<file path="config.mk">
export PLATFORM = sky130hd
export DESIGN_NAME = formula_n_pipe_aware_fsm
export DESIGN_NICKNAME = d
export VERILOG_FILES = /design/src/rtl/formula_n_pipe_aware_fsm.sv
export SDC_FILE = /design/constraint.sdc
export NUM_CORES = 1
export LEC_CHECK = 0
export BUFFER_PORTS_ARGS = -buffer_cell sky130_fd_sc_hd__buf_2
export CAP_MARGIN = 30
export CORE_UTILIZATION = 25
export DETAILED_ROUTE_END_ITERATION = 10
export SLEW_MARGIN = 40
export SYNTH_ARGS = -nofsm -noshare
export SYNTH_HDL_FRONTEND = slang
export SYNTH_SLANG_ARGS = --single-unit
</file>
<file path="constraint.sdc">
create_clock -name clk -period 5 [get_ports clk]
set_clock_uncertainty 0.1 [all_clocks]
set_input_delay 1.25 -clock clk [delete_from_list [all_inputs] [get_ports clk]]
set_output_delay 1.25 -clock clk [all_outputs]
set_load 0.02 [all_outputs]
</file>
<file path="src/rtl/formula_n_pipe_aware_fsm.sv">
// Issue/accumulate controller that sums isqrt of N_ARGS operands through one shared,
// externally instantiated pipelined isqrt. It flushes stale isqrt results after reset.
module formula_n_pipe_aware_fsm #(
    parameter int N_ARGS    = 3,
    parameter int ARG_W     = 32,
    parameter int ISQRT_LAT = 4,
    parameter int RES_W     = ARG_W/2 + $clog2(N_ARGS)
) (
    input  logic                     clk,
    input  logic                     rst_n,
    input  logic                     arg_vld,
    output logic                     arg_rdy,
    input  logic [N_ARGS*ARG_W-1:0]  args,
    output logic                     res_vld,
    output logic [RES_W-1:0]         res,
    output logic                     isqrt_x_vld,
    output logic [ARG_W-1:0]         isqrt_x,
    input  logic                     isqrt_y_vld,
    input  logic [ARG_W/2-1:0]       isqrt_y
);

    localparam int Y_W     = ARG_W / 2;
    localparam int CNT_MAX = (ISQRT_LAT > N_ARGS) ? ISQRT_LAT : N_ARGS;
    localparam int CNT_W   = $clog2(CNT_MAX + 1);

    localparam logic [CNT_W-1:0] LAST_FLUSH = CNT_W'(ISQRT_LAT);
    localparam logic [CNT_W-1:0] LAST_ISSUE = CNT_W'(N_ARGS - 1);
    localparam logic [CNT_W-1:0] ALL_RET    = CNT_W'(N_ARGS);

    typedef enum logic [1:0] {
        FLUSH = 2'd0,
        IDLE  = 2'd1,
        ISSUE = 2'd2,
        DRAIN = 2'd3
    } state_t;

    state_t           state;
    state_t           state_nxt;
    logic [CNT_W-1:0] cnt;
    logic [CNT_W-1:0] ret_cnt;
    logic [ARG_W-1:0] arg_q [N_ARGS];
    logic [RES_W-1:0] acc;
    logic [RES_W-1:0] acc_sum;
    logic             accept;
    logic             take_y;
    logic             done;

    function automatic logic [RES_W-1:0] zext_y(input logic [Y_W-1:0] y);
        return RES_W'(y);
    endfunction

    // Returns are only counted while an operation is in flight, and never past N_ARGS.
    assign accept  = (state == IDLE) && arg_vld;
    assign take_y  = isqrt_y_vld && ((state == ISSUE) || (state == DRAIN)) && (ret_cnt != ALL_RET);
    assign acc_sum = acc + (take_y ? zext_y(isqrt_y) : '0);
    assign done    = (state == DRAIN) && ((ret_cnt + CNT_W'(take_y)) == ALL_RET);

    always_ff @(posedge clk or negedge rst_n) begin
        if (!rst_n) begin
            state <= FLUSH;
        end else begin
            state <= state_nxt;
        end
    end

    always_comb begin
        state_nxt   = state;
        arg_rdy     = 1'b0;
        isqrt_x_vld = 1'b0;
        isqrt_x     = '0;
        case (state)
            FLUSH: begin
                if (cnt == LAST_FLUSH) begin
                    state_nxt = IDLE;
                end
            end
            IDLE: begin
                arg_rdy = 1'b1;
                if (arg_vld) begin
                    state_nxt = ISSUE;
                end
            end
            ISSUE: begin
                isqrt_x_vld = 1'b1;
                for (int k = 0; k < N_ARGS; k++) begin
                    if (cnt == CNT_W'(k)) begin
                        isqrt_x = arg_q[k];
                    end
                end
                if (cnt == LAST_ISSUE) begin
                    state_nxt = DRAIN;
                end
            end
            DRAIN: begin
                if (done) begin
                    state_nxt = IDLE;
                end
            end
            default: state_nxt = FLUSH;
        endcase
    end

    // cnt times the flush window and then serves as the issue index.
    always_ff @(posedge clk or negedge rst_n) begin
        if (!rst_n) begin
            cnt     <= '0;
            ret_cnt <= '0;
            acc     <= '0;
            res     <= '0;
            res_vld <= 1'b0;
        end else begin
            res_vld <= 1'b0;
            if (accept) begin
                cnt     <= '0;
                ret_cnt <= '0;
                acc     <= '0;
            end else begin
                if ((state == FLUSH) || (state == ISSUE)) begin
                    cnt <= cnt + CNT_W'(1);
                end
                if (take_y) begin
                    acc     <= acc_sum;
                    ret_cnt <= ret_cnt + CNT_W'(1);
                end
            end
            if (done) begin
                res     <= acc_sum;
                res_vld <= 1'b1;
            end
        end
    end

    always_ff @(posedge clk) begin
        if (accept) begin
            for (int k = 0; k < N_ARGS; k++) begin
                arg_q[k] <= args[k*ARG_W +: ARG_W];
            end
        end
    end

endmodule

</file>
==> impl_results.md <==
- Outcome: complete, but fails checks
- Failing checks: design-rule violations
- Int Pwr: just over 3 mW
- Final WL: roughly 17000 um
- Data arrival time of the worst path: 2.50 ns
- Syn Std Cell Area: around 0.0067 mm^2
- Fill count: roughly 2700
- Post-CTS sizing: 0
- Top cells by area, synth: edfxtp_1 43%, dfrtp_1 17%, ha_1 5.4%
- Cell area power density: slightly below 600 mW/mm^2
- Gr ovfl total: 0
- Row cnt: 59
- R2r endpoint: acc[16]
- Hold buffers post-CTS: 0
- Gr usage total: 0.1262
- Synth Area in Adders: 0.05714
- Post-synthesis mux area share: 0.01232
- Crit path time final: a little under 4 ns
- Sink Count: about 140
- DR WL/cell: 15.85 um
- R2R depth: 14
- Final RePlAce weighted congestion: 0.8020
- Largest family of logic cells by synthesized area: compound AO/OA/AOI/OAI gates
- Switching Share: 0.3825
- Reg2reg setup slack: 1.46 ns
- First-pass GRT wire length: 26810 um
- DR vias: slightly below 5000
- Diodes inserted: 0
- Sequential share of power: 0.341
- Final instance area: 0.008514 mm^2
- Nets: approximately 860
- Dpl hpwl: ~11000 um
- Overall die height: ~170 um
- Critical R2R Launch: ret_cnt[0]
- Initial Util: 0.2557
- CTS tree: yes
- Critical path, cell by cell: inv_1 -> ha_1 -> nor3b_2 -> buf_4 -> a22oi_1 -> nand2_1 -> o211a_1 -> buf_2
- Port Buf Inserts: 168
- Startpoint types: register
- Hold path startpoint: res[6]
- Final worst setup slack: around 1.1 ns
- DRT iter0 DRCs: ~260
- Overall die width: between 150 and 200 um
- Core area: ~0.026 mm^2
- Max FO, Critical Path: 30
- Mapped Avg Cell Area: roughly 12 um^2
- Worst-Margin Slew: approximately 0.7 ns
- Endpoints failing setup: 0
- Fmax: ~0.26 GHz
- Yosys warnings: 0
- Hold path depth: 2
- Comb pwr share: 0.392
- Sw power: approximately 1.9 mW
- Full die area: 0.02746 mm^2
- Setup CP Type: register to output port
- Multi-input gate area: ~0.0025 mm^2
- Htree depth: 4
- Post-Syn Nets: roughly 700
- Post-synth EDFFs: between 90 and 100
- Final Hold Viols: 0
- Clock latency on the worst-skew pair: 0.42 ns
- Top cell type's share of synthesized area: 0.4303
- Peak supply drop: around 230 uV
- Final period utilization: 0.7701
- CTS buffer count: 17
- Hold WC Path Type: register to register
- Critical Path RT: around 3.7 ns
- DR pass1 iterations: 8
- DP Area: just under 0.008 mm^2
- Main flop type after synthesis: edfxtp_1
- Layout cells sized above 1: 0.3223
- #FFs+latches synth: ~140
- LEAKAGE: around 4.0 nW
- Post-synthesis xor/xnor area fraction: 0.02614
- Average vias per placed instance: between 4 and 5
- TNS Setup: 0 ns
- Min Hold Slack: approximately 0.38 ns
- CP max stage delay: ~0.46 ns
- Slew headroom: 0.5333
- Synth Area in Compound Gates: 0.1655
- Slowest CP cell: buf_4
- Layout area overhead: 27.08%
- Clk network pwr share: 0.267
- Initial antenna violation count: 0
- Final-report max-slew violation count: 0
- Hold Path End: res[6]
- Clock-pin transition on the worst setup and hold timing paths: ~0.070 ns
- Yosys top cell by area: edfxtp_1
- Vias in the first global route: between 4000 and 5000
- RSZ-0062 raised after global routing: false
- Pre-CTS setup slack: about 1.0 ns
- Root buffer selected by CTS: clkbuf_16
- Cell count after synthesis: 550
- Drt drc: 28
- Post-DRT Antenna Nets: 0
- Number of I/O pins: between 150 and 200
- Unique masters post-synth: 54
- Max clock buf depth: 2
- Post-synthesis sequential area ratio: 0.5983
- Maxcap violations: 0
- Pin count of the biggest net entering global routing: 65
- Post-Synth Simple-Gate Area: 0.1070
- Post-CTS Setup Bufs: 0
- Register Area: between 0.004 and 0.005 mm^2
- Share of flip-flops with an asynchronous set or reset: 0.3191
- CP Capture Type: output port
-- layout make-up --
cell class / instances / area share
inverter: 17 / 0.007788
clock inverter: 14 / 0.02160
clock buffer: 18 / 0.05040
multi-input combinational: 356 / 0.2917
sequential: 141 / 0.4708
timing repair buffer: 177 / 0.1084
tap: 335 / 0.04923
-- worst max-delay path: cells and delay by family (launching register included) --
family	cells	cell delay, ns
and+or+nand+nor	2	0.43
buffers and inverters	3	0.76
AOI/OAI and AO/OA	2	0.32
DFF	1	0.40
adders and majority gates	1	0.17
-- cells in the mapped netlist (3+ instances only) --
library cell	n
a211oi_2	3
a21o_1	3
a21oi_1	24
a22oi_1	32
a31oi_1	3
and2_1	15
and3_1	3
buf_2	5
clkbuf_1	25
dfrtp_1	45
edfxtp_1	96
ha_1	29
inv_1	17
mux2_2	6
nand2_1	91
nand2b_1	3
nand3_1	6
nand4_1	5
nor2_1	17
nor3_1	7
o211a_1	33
o211ai_1	6
o21ai_0	13
o21ai_1	6
o21bai_1	3
xnor2_1	18
-- worst max-delay path by stage --
stage	from	endpoint	slack, ns	depth (start not counted)
6_report	cnt[0]	isqrt_x[29]	1.15	8
5_1_grt	cnt[0]	isqrt_x[29]	0.93	8
4_1_cts	cnt[0]	isqrt_x[29]	1.04	8
3_5_place_dp	isqrt_y_vld	acc[12]	1.04	12
3_3_place_gp	isqrt_y_vld	res[14]	1.11	13
2_1_floorplan	arg_vld	arg_q[0][0]	0.08	3
-- kinds of logic after synthesis --
| group | after synthesis |
|---|---|
| flops | 141 |
| compound gates | 142 |
| fa+ha+maj | 30 |
| buf+inv | 53 |
| xor+xnor | 20 |
| mux | 7 |
| simple gates | 157 |
-- registers in the layout (all words and copies together), names as in the netlist --
register and count:
res_vld 1, ret_cnt 3, res 18, state 2, acc 18, arg_q 96
cnt 3
-- power groups by stage --
stage,clock network (mW),registers [mW],logic [mW]
floorplan,0,1.76,1.36
global placement,0,1.71,1.95
detailed placement,0,1.72,1.97
CTS,1.37,1.70,1.99
global route,1.41,1.72,2.18
finish,1.33,1.69,1.94
-- metal layers --
| metal | GRT usage | part of all wire |
|---|---|---|
| met5 | 0 | 0 |
| met4 | 0.04714 | 0.017 |
| met3 | 0.03751 | 0.057 |
| met2 | 0.2012 | 0.48 |
| met1 | 0.1615 | 0.45 |
-- through the flow --
step                std cells  total power, mW  utilization
floorplan                 550            3.121            -
global placement         1026            3.659       0.3014
detailed placement       1026            3.693       0.3015
CTS                      1058            5.052       0.3249
global route             1058            5.313       0.3249
finish                   1058            4.961       0.3249
-- placed cells by master (no fill, tap or decap), types with 9 or more instances in the layout --
master     instances
and2_1            15
dfrtp_1           45
a22oi_1           32
inv_1             16
edfxtp_1          96
a21oi_1           24
clkbuf_16         17
o211a_1           33
o21ai_0           13
xnor2_1           18
nand2_1           91
buf_2            167
ha_1              28
buf_4              9
nor2_1            17
No activity file was read; power rests on OpenSTA's default activity.
